===== config.mk =====
export PLATFORM = sky130hd
export DESIGN_NAME = mc6847_row_prefetch_flat
export DESIGN_NICKNAME = d
export VERILOG_FILES = /design/src/rtl/mc6847_row_prefetch_if.sv /design/src/rtl/mc6847_row_prefetch.sv /design/src/flat_wrapper.sv
export SDC_FILE = /design/constraint.sdc
export NUM_CORES = 1
export LEC_CHECK = 0
export CAP_MARGIN = 20
export CORE_MARGIN = 5
export CORE_UTILIZATION = 45
export CTS_BUF_LIST = sky130_fd_sc_hd__clkbuf_8 sky130_fd_sc_hd__clkbuf_16
export DETAILED_ROUTE_END_ITERATION = 8
export DONT_BUFFER_PORTS = 1
export GPL_TIMING_DRIVEN = 0
export SLEW_MARGIN = 40
export SYNTH_ARGS = -nofsm -noshare
export SYNTH_HDL_FRONTEND = slang
export SYNTH_SLANG_ARGS = --single-unit
export TNS_END_PERCENT = 5

===== constraint.sdc =====
create_clock -name pixel_clock -period 3.3 [get_ports pixel_clock]
set_input_delay 0.825 -clock pixel_clock [delete_from_list [all_inputs] [get_ports pixel_clock]]
set_output_delay 0.825 -clock pixel_clock [all_outputs]
set_load 0.05 [all_outputs]

===== src/rtl/mc6847_row_prefetch_if.sv =====
// Video-RAM read bus between the row prefetch engine (master) and memory (slave).
interface mc6847_row_prefetch_if #(
    parameter int ADDR_W = 15
);
    logic              RD;
    logic [ADDR_W-1:0] DA;
    logic [7:0]        DD;

    modport master (output RD, output DA, input DD);
    modport slave  (input RD, input DA, output DD);
endinterface


===== src/rtl/mc6847_row_prefetch.sv =====
// Double-buffered character-row fetch: fills the back bank from video RAM with
// per-byte mode bits while the pixel path reads the front bank.
module mc6847_row_prefetch #(
    parameter int ADDR_W   = 15,
    parameter int MAX_COLS = 64,
    parameter int RD_LAT   = 1,
    parameter int MODE_W   = 4,
    localparam int COL_W   = $clog2(MAX_COLS)
) (
    input  logic                    pixel_clock,
    input  logic                    reset,
    input  logic                    width_64,
    input  logic                    row_start,
    input  logic [ADDR_W-1:0]       row_base,
    input  logic [MODE_W-1:0]       mode_in,
    input  logic                    swap,
    mc6847_row_prefetch_if.master   mem,
    output logic                    busy,
    output logic                    done,
    output logic                    overrun,
    input  logic [COL_W-1:0]        rd_col,
    output logic [7:0]              rd_data,
    output logic [MODE_W-1:0]       rd_mode
);
    localparam int STG = RD_LAT - 1;

    typedef enum logic [1:0] {IDLE, ISSUE, DRAIN} state_t;
    state_t state, state_nxt;

    logic [ADDR_W-1:0] base_q;
    logic [COL_W-1:0]  n_last, issue_cnt, wr_cnt;
    logic [STG:0]      vld_pipe;
    logic [MODE_W-1:0] mode_pipe [STG:0];
    logic [COL_W-1:0]  col_pipe  [STG:0];
    logic              front, fill_bank, swap_pend;
    logic [1:0]        bank_wide;
    logic [7+MODE_W:0] bank_mem [2][MAX_COLS];

    logic wr_en, last_wr, start_bank;

    assign wr_en      = vld_pipe[STG];
    assign last_wr    = wr_en && (wr_cnt == n_last);
    // A swap in the same idle cycle as row_start retires the front bank first,
    // so the fill targets the bank that is front right now.
    assign start_bank = swap ? front : ~front;

    always_ff @(posedge pixel_clock) begin
        if (reset) state <= IDLE;
        else       state <= state_nxt;
    end

    always_comb begin
        state_nxt = state;
        case (state)
            IDLE:    if (row_start) state_nxt = ISSUE;
            ISSUE:   if (issue_cnt == n_last) state_nxt = DRAIN;
            DRAIN:   if (last_wr) state_nxt = IDLE;
            default: state_nxt = IDLE;
        endcase
    end

    always_comb begin
        mem.RD = 1'b0;
        mem.DA = '0;
        busy   = (state != IDLE);
        if (state == ISSUE) begin
            mem.RD = 1'b1;
            mem.DA = base_q + ADDR_W'(issue_cnt);
        end
    end

    always_ff @(posedge pixel_clock) begin
        if (reset) begin
            base_q    <= '0;
            n_last    <= '0;
            issue_cnt <= '0;
            wr_cnt    <= '0;
            vld_pipe  <= '0;
            front     <= 1'b0;
            fill_bank <= 1'b1;
            swap_pend <= 1'b0;
            bank_wide <= '0;
            done      <= 1'b0;
            overrun   <= 1'b0;
        end else begin
            done        <= last_wr;
            vld_pipe[0] <= (state == ISSUE);
            for (int i = 1; i <= STG; i++) vld_pipe[i] <= vld_pipe[i-1];
            if (state == ISSUE) issue_cnt <= issue_cnt + 1'b1;
            if (wr_en)          wr_cnt    <= wr_cnt + 1'b1;

            if (row_start) begin
                if (busy) begin
                    overrun <= 1'b1;
                end else begin
                    base_q                <= row_base;
                    n_last                <= width_64 ? COL_W'(63) : COL_W'(31);
                    issue_cnt             <= '0;
                    wr_cnt                <= '0;
                    fill_bank             <= start_bank;
                    bank_wide[start_bank] <= width_64;
                end
            end

            // A swap during a fetch waits and lands on the edge that raises done.
            if (!busy) begin
                if (swap) front <= ~front;
            end else if (swap || swap_pend) begin
                if (last_wr) begin
                    front     <= ~front;
                    swap_pend <= 1'b0;
                end else begin
                    swap_pend <= 1'b1;
                end
            end
        end
    end

    always_ff @(posedge pixel_clock) begin
        mode_pipe[0] <= mode_in;
        col_pipe[0]  <= issue_cnt;
        for (int i = 1; i <= STG; i++) begin
            mode_pipe[i] <= mode_pipe[i-1];
            col_pipe[i]  <= col_pipe[i-1];
        end
    end

    always_ff @(posedge pixel_clock) begin
        if (wr_en && !reset) bank_mem[fill_bank][col_pipe[STG]] <= {mem.DD, mode_pipe[STG]};
    end

    always_ff @(posedge pixel_clock) begin
        if (reset) begin
            rd_data <= '0;
            rd_mode <= '0;
        end else if (!bank_wide[front] && (|rd_col[COL_W-1:5])) begin
            rd_data <= '0;
            rd_mode <= '0;
        end else begin
            {rd_data, rd_mode} <= bank_mem[front][rd_col];
        end
    end
endmodule


===== src/flat_wrapper.sv =====
// flat-port wrapper written by rule: the top's interface ports become plain ports
module mc6847_row_prefetch_flat 
#(
    parameter int ADDR_W   = 15,
    parameter int MAX_COLS = 64,
    parameter int RD_LAT   = 1,
    parameter int MODE_W   = 4,
    localparam int COL_W   = $clog2(MAX_COLS)
)
  (pixel_clock, reset, width_64, row_start, row_base, mode_in, swap, busy, done, overrun, rd_col, rd_data, rd_mode, mem_RD, mem_DA, mem_DD);
  mc6847_row_prefetch_if #(.ADDR_W(ADDR_W)) mem_i ();
  input  logic pixel_clock;
  input  logic reset;
  input  logic width_64;
  input  logic row_start;
  input  logic [ADDR_W-1:0] row_base;
  input  logic [MODE_W-1:0] mode_in;
  input  logic swap;
  output logic busy;
  output logic done;
  output logic overrun;
  input  logic [COL_W-1:0] rd_col;
  output logic [7:0] rd_data;
  output logic [MODE_W-1:0] rd_mode;
  output wire logic [$bits(mem_i.RD)-1:0] mem_RD;
  output wire logic [$bits(mem_i.DA)-1:0] mem_DA;
  input wire logic [$bits(mem_i.DD)-1:0] mem_DD;
  assign mem_RD = mem_i.RD;
  assign mem_DA = mem_i.DA;
  assign mem_i.DD = mem_DD;
  mc6847_row_prefetch #(.ADDR_W(ADDR_W), .MAX_COLS(MAX_COLS), .RD_LAT(RD_LAT), .MODE_W(MODE_W)) u_core (.pixel_clock(pixel_clock), .reset(reset), .width_64(width_64), .row_start(row_start), .row_base(row_base), .mode_in(mode_in), .swap(swap), .mem(mem_i), .busy(busy), .done(done), .overrun(overrun), .rd_col(rd_col), .rd_data(rd_data), .rd_mode(rd_mode));
endmodule

* After elaboration in Yosys (flattened, before gate mapping)
Memories as Yosys holds them, arrays and structs flattened. A register that Yosys moved wholly into a read port is not among the register bits. Cells that the tools add are included. W data, S select, Z words.
Storage, ports and cells: register bits after elaboration 55, bits in latches 0, RAM bits 1546, bits in read-only memories 0, input port bits 38, word-level logic and storage cells 89, memories kept 3
Memory list:
- u_core.bank_mem | depth 2, width 768, rd ports 1, clocked after memory_dff 1, wr ports 1, RTL line mc6847_row_prefetch.sv:37 | logic [7+MODE_W:0] bank_mem [2][MAX_COLS];
- u_core.col_pipe | depth 1, width 6, rd ports 1, clocked after memory_dff 0, wr ports 1, RTL line mc6847_row_prefetch.sv:34 | logic [COL_W-1:0] col_pipe [STG:0];
- u_core.mode_pipe | depth 1, width 4, rd ports 1, clocked after memory_dff 0, wr ports 1, RTL line mc6847_row_prefetch.sv:33 | logic [MODE_W-1:0] mode_pipe [STG:0];
Operators by class: add/sub/neg operators 3, $mul 0, div/mod/pow operators 0, magnitude comparators 6, eq/ne operators 9, shift operators 0, muxes and demuxes 33, bitwise gates (word level) 4, reductions and logical operators 17
Operator list (count):
- $mux W768 | 1
- $bmux W12 S6 | 1
- $demux W12 S6 | 1
- $mux W6 | 7
- $mux W12 | 3
- $add A15 B6 Y15 | 1
- $mux W15 | 1
- $ge A7 B7 Y1 const B | 2
- $not A6 Y7 | 2
- $mux W1 | 13
- $add A6 B1 Y6 const B | 2
- $eq A6 B6 Y1 | 2
- $ne A2 B1 Y1 const B | 4
- $lt A7 B1 Y1 const B | 1
- $mux W2 | 3
- $pmux W2 S3 | 1
- $reduce_and A2 Y1 | 3
- $reduce_and A3 Y1 | 2
- $logic_and A1 B1 Y1 | 5
- $lt A1 B2 Y1 const B | 2
- $reduce_bool A2 Y1 | 2
- $bwmux W2 | 1
- $eq A2 B1 Y1 const B | 1
- $eq A2 B2 Y1 const B | 1
- other kinds (8) | 10

* Longest topological paths before layout
depth in word-level cells 7, depth in mapped cells 12, depth with buffers taken out 8

* Least setup slack after synthesis
OpenSTA, ideal clock, no wires.
path type register to output, start register u_core.issue_cnt[0], end output port mem_DA[14], data arrival time 2.549 ns, data required time 2.475 ns, setup slack -0.074 ns, cell stages (with the launch flop) 9, cell sequence dfxtp_1 ha_1 fa_1 a21o_1 a21oi_1 o21ai_0 nand3_1 or3_1 a21oi_1
Between the ends: word-level cells in the longest chain between the ends 2
RTL lines:
- from (decl) | RTL line mc6847_row_prefetch.sv:31 | logic [COL_W-1:0] n_last, issue_cnt, wr_cnt;
- from (signal assigned) | RTL line mc6847_row_prefetch.sv:89 | if (state == ISSUE) issue_cnt <= issue_cnt + 1'b1;
- $add A15 B6 Y15 | RTL line mc6847_row_prefetch.sv:68 | mem.DA = base_q + ADDR_W'(issue_cnt);
- $mux W15 | RTL line mc6847_row_prefetch.sv:66 | if (state == ISSUE) begin
- to (decl) | RTL line flat_wrapper.sv:26 | output wire logic [$bits(mem_i.DA)-1:0] mem_DA;
Every way passes these cells.

* Final worst setup path
start input port rd_col[0], end register u_core.rd_mode[1]
Between the ends: word-level cells in the longest chain between the ends 4
RTL lines:
- from (decl) | RTL line flat_wrapper.sv:22 | input logic [COL_W-1:0] rd_col;
- $not A6 Y7 (not written as such) | RTL line mc6847_row_prefetch.sv:140 | {rd_data, rd_mode} <= bank_mem[front][rd_col];
- $bmux W12 S6 | RTL line mc6847_row_prefetch.sv:140
- $mux W12 (not written as such) (2 in series) | RTL line mc6847_row_prefetch.sv:140
- to (signal assigned) | RTL line mc6847_row_prefetch.sv:140
- to (decl) | RTL line mc6847_row_prefetch.sv:23 | output logic [MODE_W-1:0] rd_mode
Every way passes these cells. The select of a mux whose other input is x is not followed. A chain may end at the register's enable or synchronous reset.

==> impl_metrics.tcl <==
set metrics [dict create \
    grt_pass1_vias 32146 \
    synth-simple-area-share_pct 3.40 \
    syn_area_um2 61800 \
    p_per_area_nw_per_um2 623 \
    drc 0 \
    fill_cells 10533 \
    violations "setup timing" \
    grt_max_degree 129 \
    synthAdderAreaFrac_pct 0.194 \
    cp_max_fo 10 \
    synth_area_leaders "edfxtp_1 75%, mux4_2 13%, mux2i_1 2.3%, dfxtp_1 2.0%, nor2_1 1.3%" \
    rr_worst_depth 10 \
    syn_inst 2994 \
    synth_area_per_cell_um2 20.7 \
    status "finished, violations left" \
    ios 69 \
    synth_top_flop_cell "edfxtp_1" \
    cts_root_buffer "clkbuf_16" \
    route.met2.wl_um 83400 \
    seq_area_frac_synth_pct 76.6 \
    wl_met1_um 70900 \
    crit_arrival_ns 4.19 \
    die_h_um 381 \
    yosys.area.top_type "edfxtp_1" \
    dieArea_um2 145000 \
    ant_nets 0 \
    grt_overflow 0 \
    ys_ff_latch 1598 \
    fin_ws_ns -0.298 \
    area_growth_pct 14.5 \
    slew_violations 0 \
    pre_cts_ws_ns -1.88 \
    fin_area_um2 70800 \
    min_path_cells 0 \
    cts.sinks 1598 \
    tightest_slew_ns 0.958 \
    setup_viol 22 \
    finalHoldViolCount 0 \
    fmax_ghz 0.278 \
    fin_crit_sh_pct 109 \
    async_reset_ff_share_pct 0 \
    port_buffers 0 \
    skew_ns 0.0246 \
    synth_top_family_by_area "multiplexers" \
    vias 32470 \
    wl_met3_um 21300 \
    synth_warnings 0 \
    post-route-min-period_ns 3.60 \
    leakagePower_nw 22.2 \
    routed_via_density 6.35 \
    drt_first_iter_violations 4646 \
    hold_end "u_core.mode_pipe[0][3]" \
    clock_latency_ns 0.80 \
    topRoutingLayerUsed "met5" \
    cts_tree "yes" \
    synth-compound-area-share_pct 2.34 \
    syn_nets 3041 \
    start_kind "input port" \
    grt_pass1_wl_um 255000 \
    hp-class "in -> reg" \
    core_area_um2 137000 \
    muxShareOfSynthArea_pct 15.5 \
    hpwl_um 119000 \
    drv_cap 0 \
    nNetsFinal 3226 \
    ir_drop_mv 0.490 \
    synth_edf_count 1536 \
    routedWlPerCell_um 36.1 \
    dr.pass1.iters 5 \
    numCtsBuffers 164 \
    final_layout_size_suffix_gt1_share_pct 29.8 \
    end_kind "flop" \
    synth_top_area_share_pct 74.6 \
    clkTransAtPathRegs_ns 0.06 \
    track_usage_pct 25.3 \
    worstPathRequired_ns 3.89 \
    routed_wirelength_um 185000 \
    min_from "mode_in[3]" \
    rsz0062_at_grt "true" \
    rr_endpoint "u_core.rd_mode[1]" \
    clock_path_buffers 3 \
    placementRows 136 \
    die_x_um 381 \
    synth_cell_type_count 63 \
    antenna_found_initial 6 \
    start_util_pct 45.1 \
    relSlewSlack_pct 35.6 \
    htreeDepth 4 \
    postCtsHoldBufs 0 \
    r2r_slack_ns -0.25 \
    gp_congestion 0.972 \
    crit_type "in -> reg" \
    post_dp_cell_area_um2 64900 \
    synthXorXnorAreaFrac_pct 0.340 \
]
[stage by stage]
step | TNS, ns | power (W) | util [%] | cells | hold slack [ns]
finish | -3.23 | 0.0441 | 51.7 | 5116 | 0.0596
floorplan | 0 | 0.0249 | - | 2994 | 0.389
global placement | -893.92 | 0.0262 | 46.8 | 4788 | 0.444
CTS | -4.20 | 0.0442 | 51.5 | 5109 | 0.00152
detailed placement | -259.80 | 0.0263 | 47.4 | 4801 | 0.449
global route | -4.70 | 0.0452 | 51.7 | 5112 | 0.0145
[flip-flops by register name, indices dropped and copies added (netlist names), 2 cells and up, named ones only]
register          flops
u_core.rd_data        8
u_core.bank_wide      2
u_core.bank_mem    1536
u_core.n_last         2
u_core.mode_pipe      4
u_core.base_q        15
u_core.state          2
u_core.col_pipe       6
u_core.issue_cnt      6
u_core.rd_mode        4
u_core.wr_cnt         6
[final cells by class]
cell class / count / area [µm²] / area share (%)
flip-flops and latches: 1598 / 47400 / 66.9
plain buffers: 146 / 1030 / 1.46
diodes: 4 / 10.0 / 0.0141
multi-input cells: 1230 / 14600 / 20.5
inverters: 19 / 76.3 / 0.108
well taps: 1794 / 2240 / 3.17
clock inverters: 127 / 915 / 1.29
clock buffers: 178 / 4340 / 6.13
repair buffers: 20 / 262 / 0.369
[routing by layer]
metal | global-route usage (%) | vias to the layer above
li1 | - | 12757
met1 | 34.4 | 17216
met2 | 38.3 | 2081
met3 | 7.81 | 412
met4 | 10.9 | 4
met5 | 0 | -
[cells in the final DEF, fill, tap and decap left out, types with 9 or more instances in the layout]
cell       Yosys  layout
edfxtp_1    1536    1536
mux4_2       364     364
clkbuf_16      0     168
mux2i_1      140     124
nand2_1      124     115
nor2_2         0      83
nor2_1       208      67
nor2_4         0      58
dfxtp_1       62      54
a21oi_1       56      49
inv_1         17      48
a22oi_1       45      45
buf_2         62      43
buf_4         21      41
o22ai_1       39      37
clkinv_2       0      33
clkinv_1       1      32
buf_6         23      27
clkbuf_1      35      21
nor3_1        30      21
nand3_1       36      21
nand4_1       18      18
nand3_2        0      15
mux2i_2        0      15
clkbuf_2       0      14
a211oi_1      17      13
xnor2_1       12      12
nor2b_1       15      12
buf_12         1      12
xor2_1        12      11
a22o_1        11      11
bufinv_16      0      10
clkbuf_8       0      10
nand2_2        0       9
[cells in the mapped netlist, types with 5 or more instances]
cell	instances
a31oi_1	5
nor3_1	30
nor2_1	208
buf_4	21
o22ai_1	39
nor2b_1	15
a21oi_1	56
a22o_1	11
and3_1	6
buf_2	62
nand2_1	124
xor2_1	12
o21ai_0	15
mux4_2	364
nand4_1	18
xnor2_1	12
a22oi_1	45
clkbuf_1	35
ha_1	8
mux2i_1	140
edfxtp_1	1536
nand3_1	36
a211oi_1	17
inv_1	17
buf_6	23
nor4_1	9
nand2b_1	8
and2_1	7
dfxtp_1	62
[critical path, stage by stage]
cell and delay [ns]:
buf_2 0.14, buf_6 0.20, buf_6 0.29, buf_6 0.30
buf_4 0.43, mux4_2 0.37, o21ai_1 0.38, o22ai_1 0.32
nor4_4 0.56, nand3_2 0.31
[worst max-delay path by stage]
| stage | from | endpoint |
|---|---|---|
| after global placement | rd_col[0] | u_core.rd_mode[1] |
| final | rd_col[0] | u_core.rd_mode[1] |
| after floorplan | u_core.issue_cnt[0] | mem_DA[10] |
| after CTS | u_core.base_q[0] | mem_DA[14] |
| after detailed placement | rd_col[0] | u_core.rd_mode[0] |
| after global routing | u_core.issue_cnt[0] | mem_DA[10] |
[logic make-up after synthesis]
| family | after synthesis |
|---|---|
| AOI/OAI and AO/OA | 215 |
| xor gates and xnor gates | 24 |
| adders and majority gates | 9 |
| buffers and inverters | 166 |
| DFF | 1598 |
| muxes | 505 |
| and+or+nand+nor | 477 |
[where the power goes]
part           switching, W  internal, W  total, W
Sequential         0.000136       0.0223    0.0224
Combinational       0.00224      0.00138   0.00362
Clock               0.00781       0.0103    0.0181
Total                0.0102       0.0339    0.0441
[what timing repair did]
item | CTS | global route
setup endpoints to repair | 51 | 37
buffers inserted | 4 | 1
resized for setup | 102 | 30
pin swaps | 17 | 12
Power figures use the tool's default switching activity.
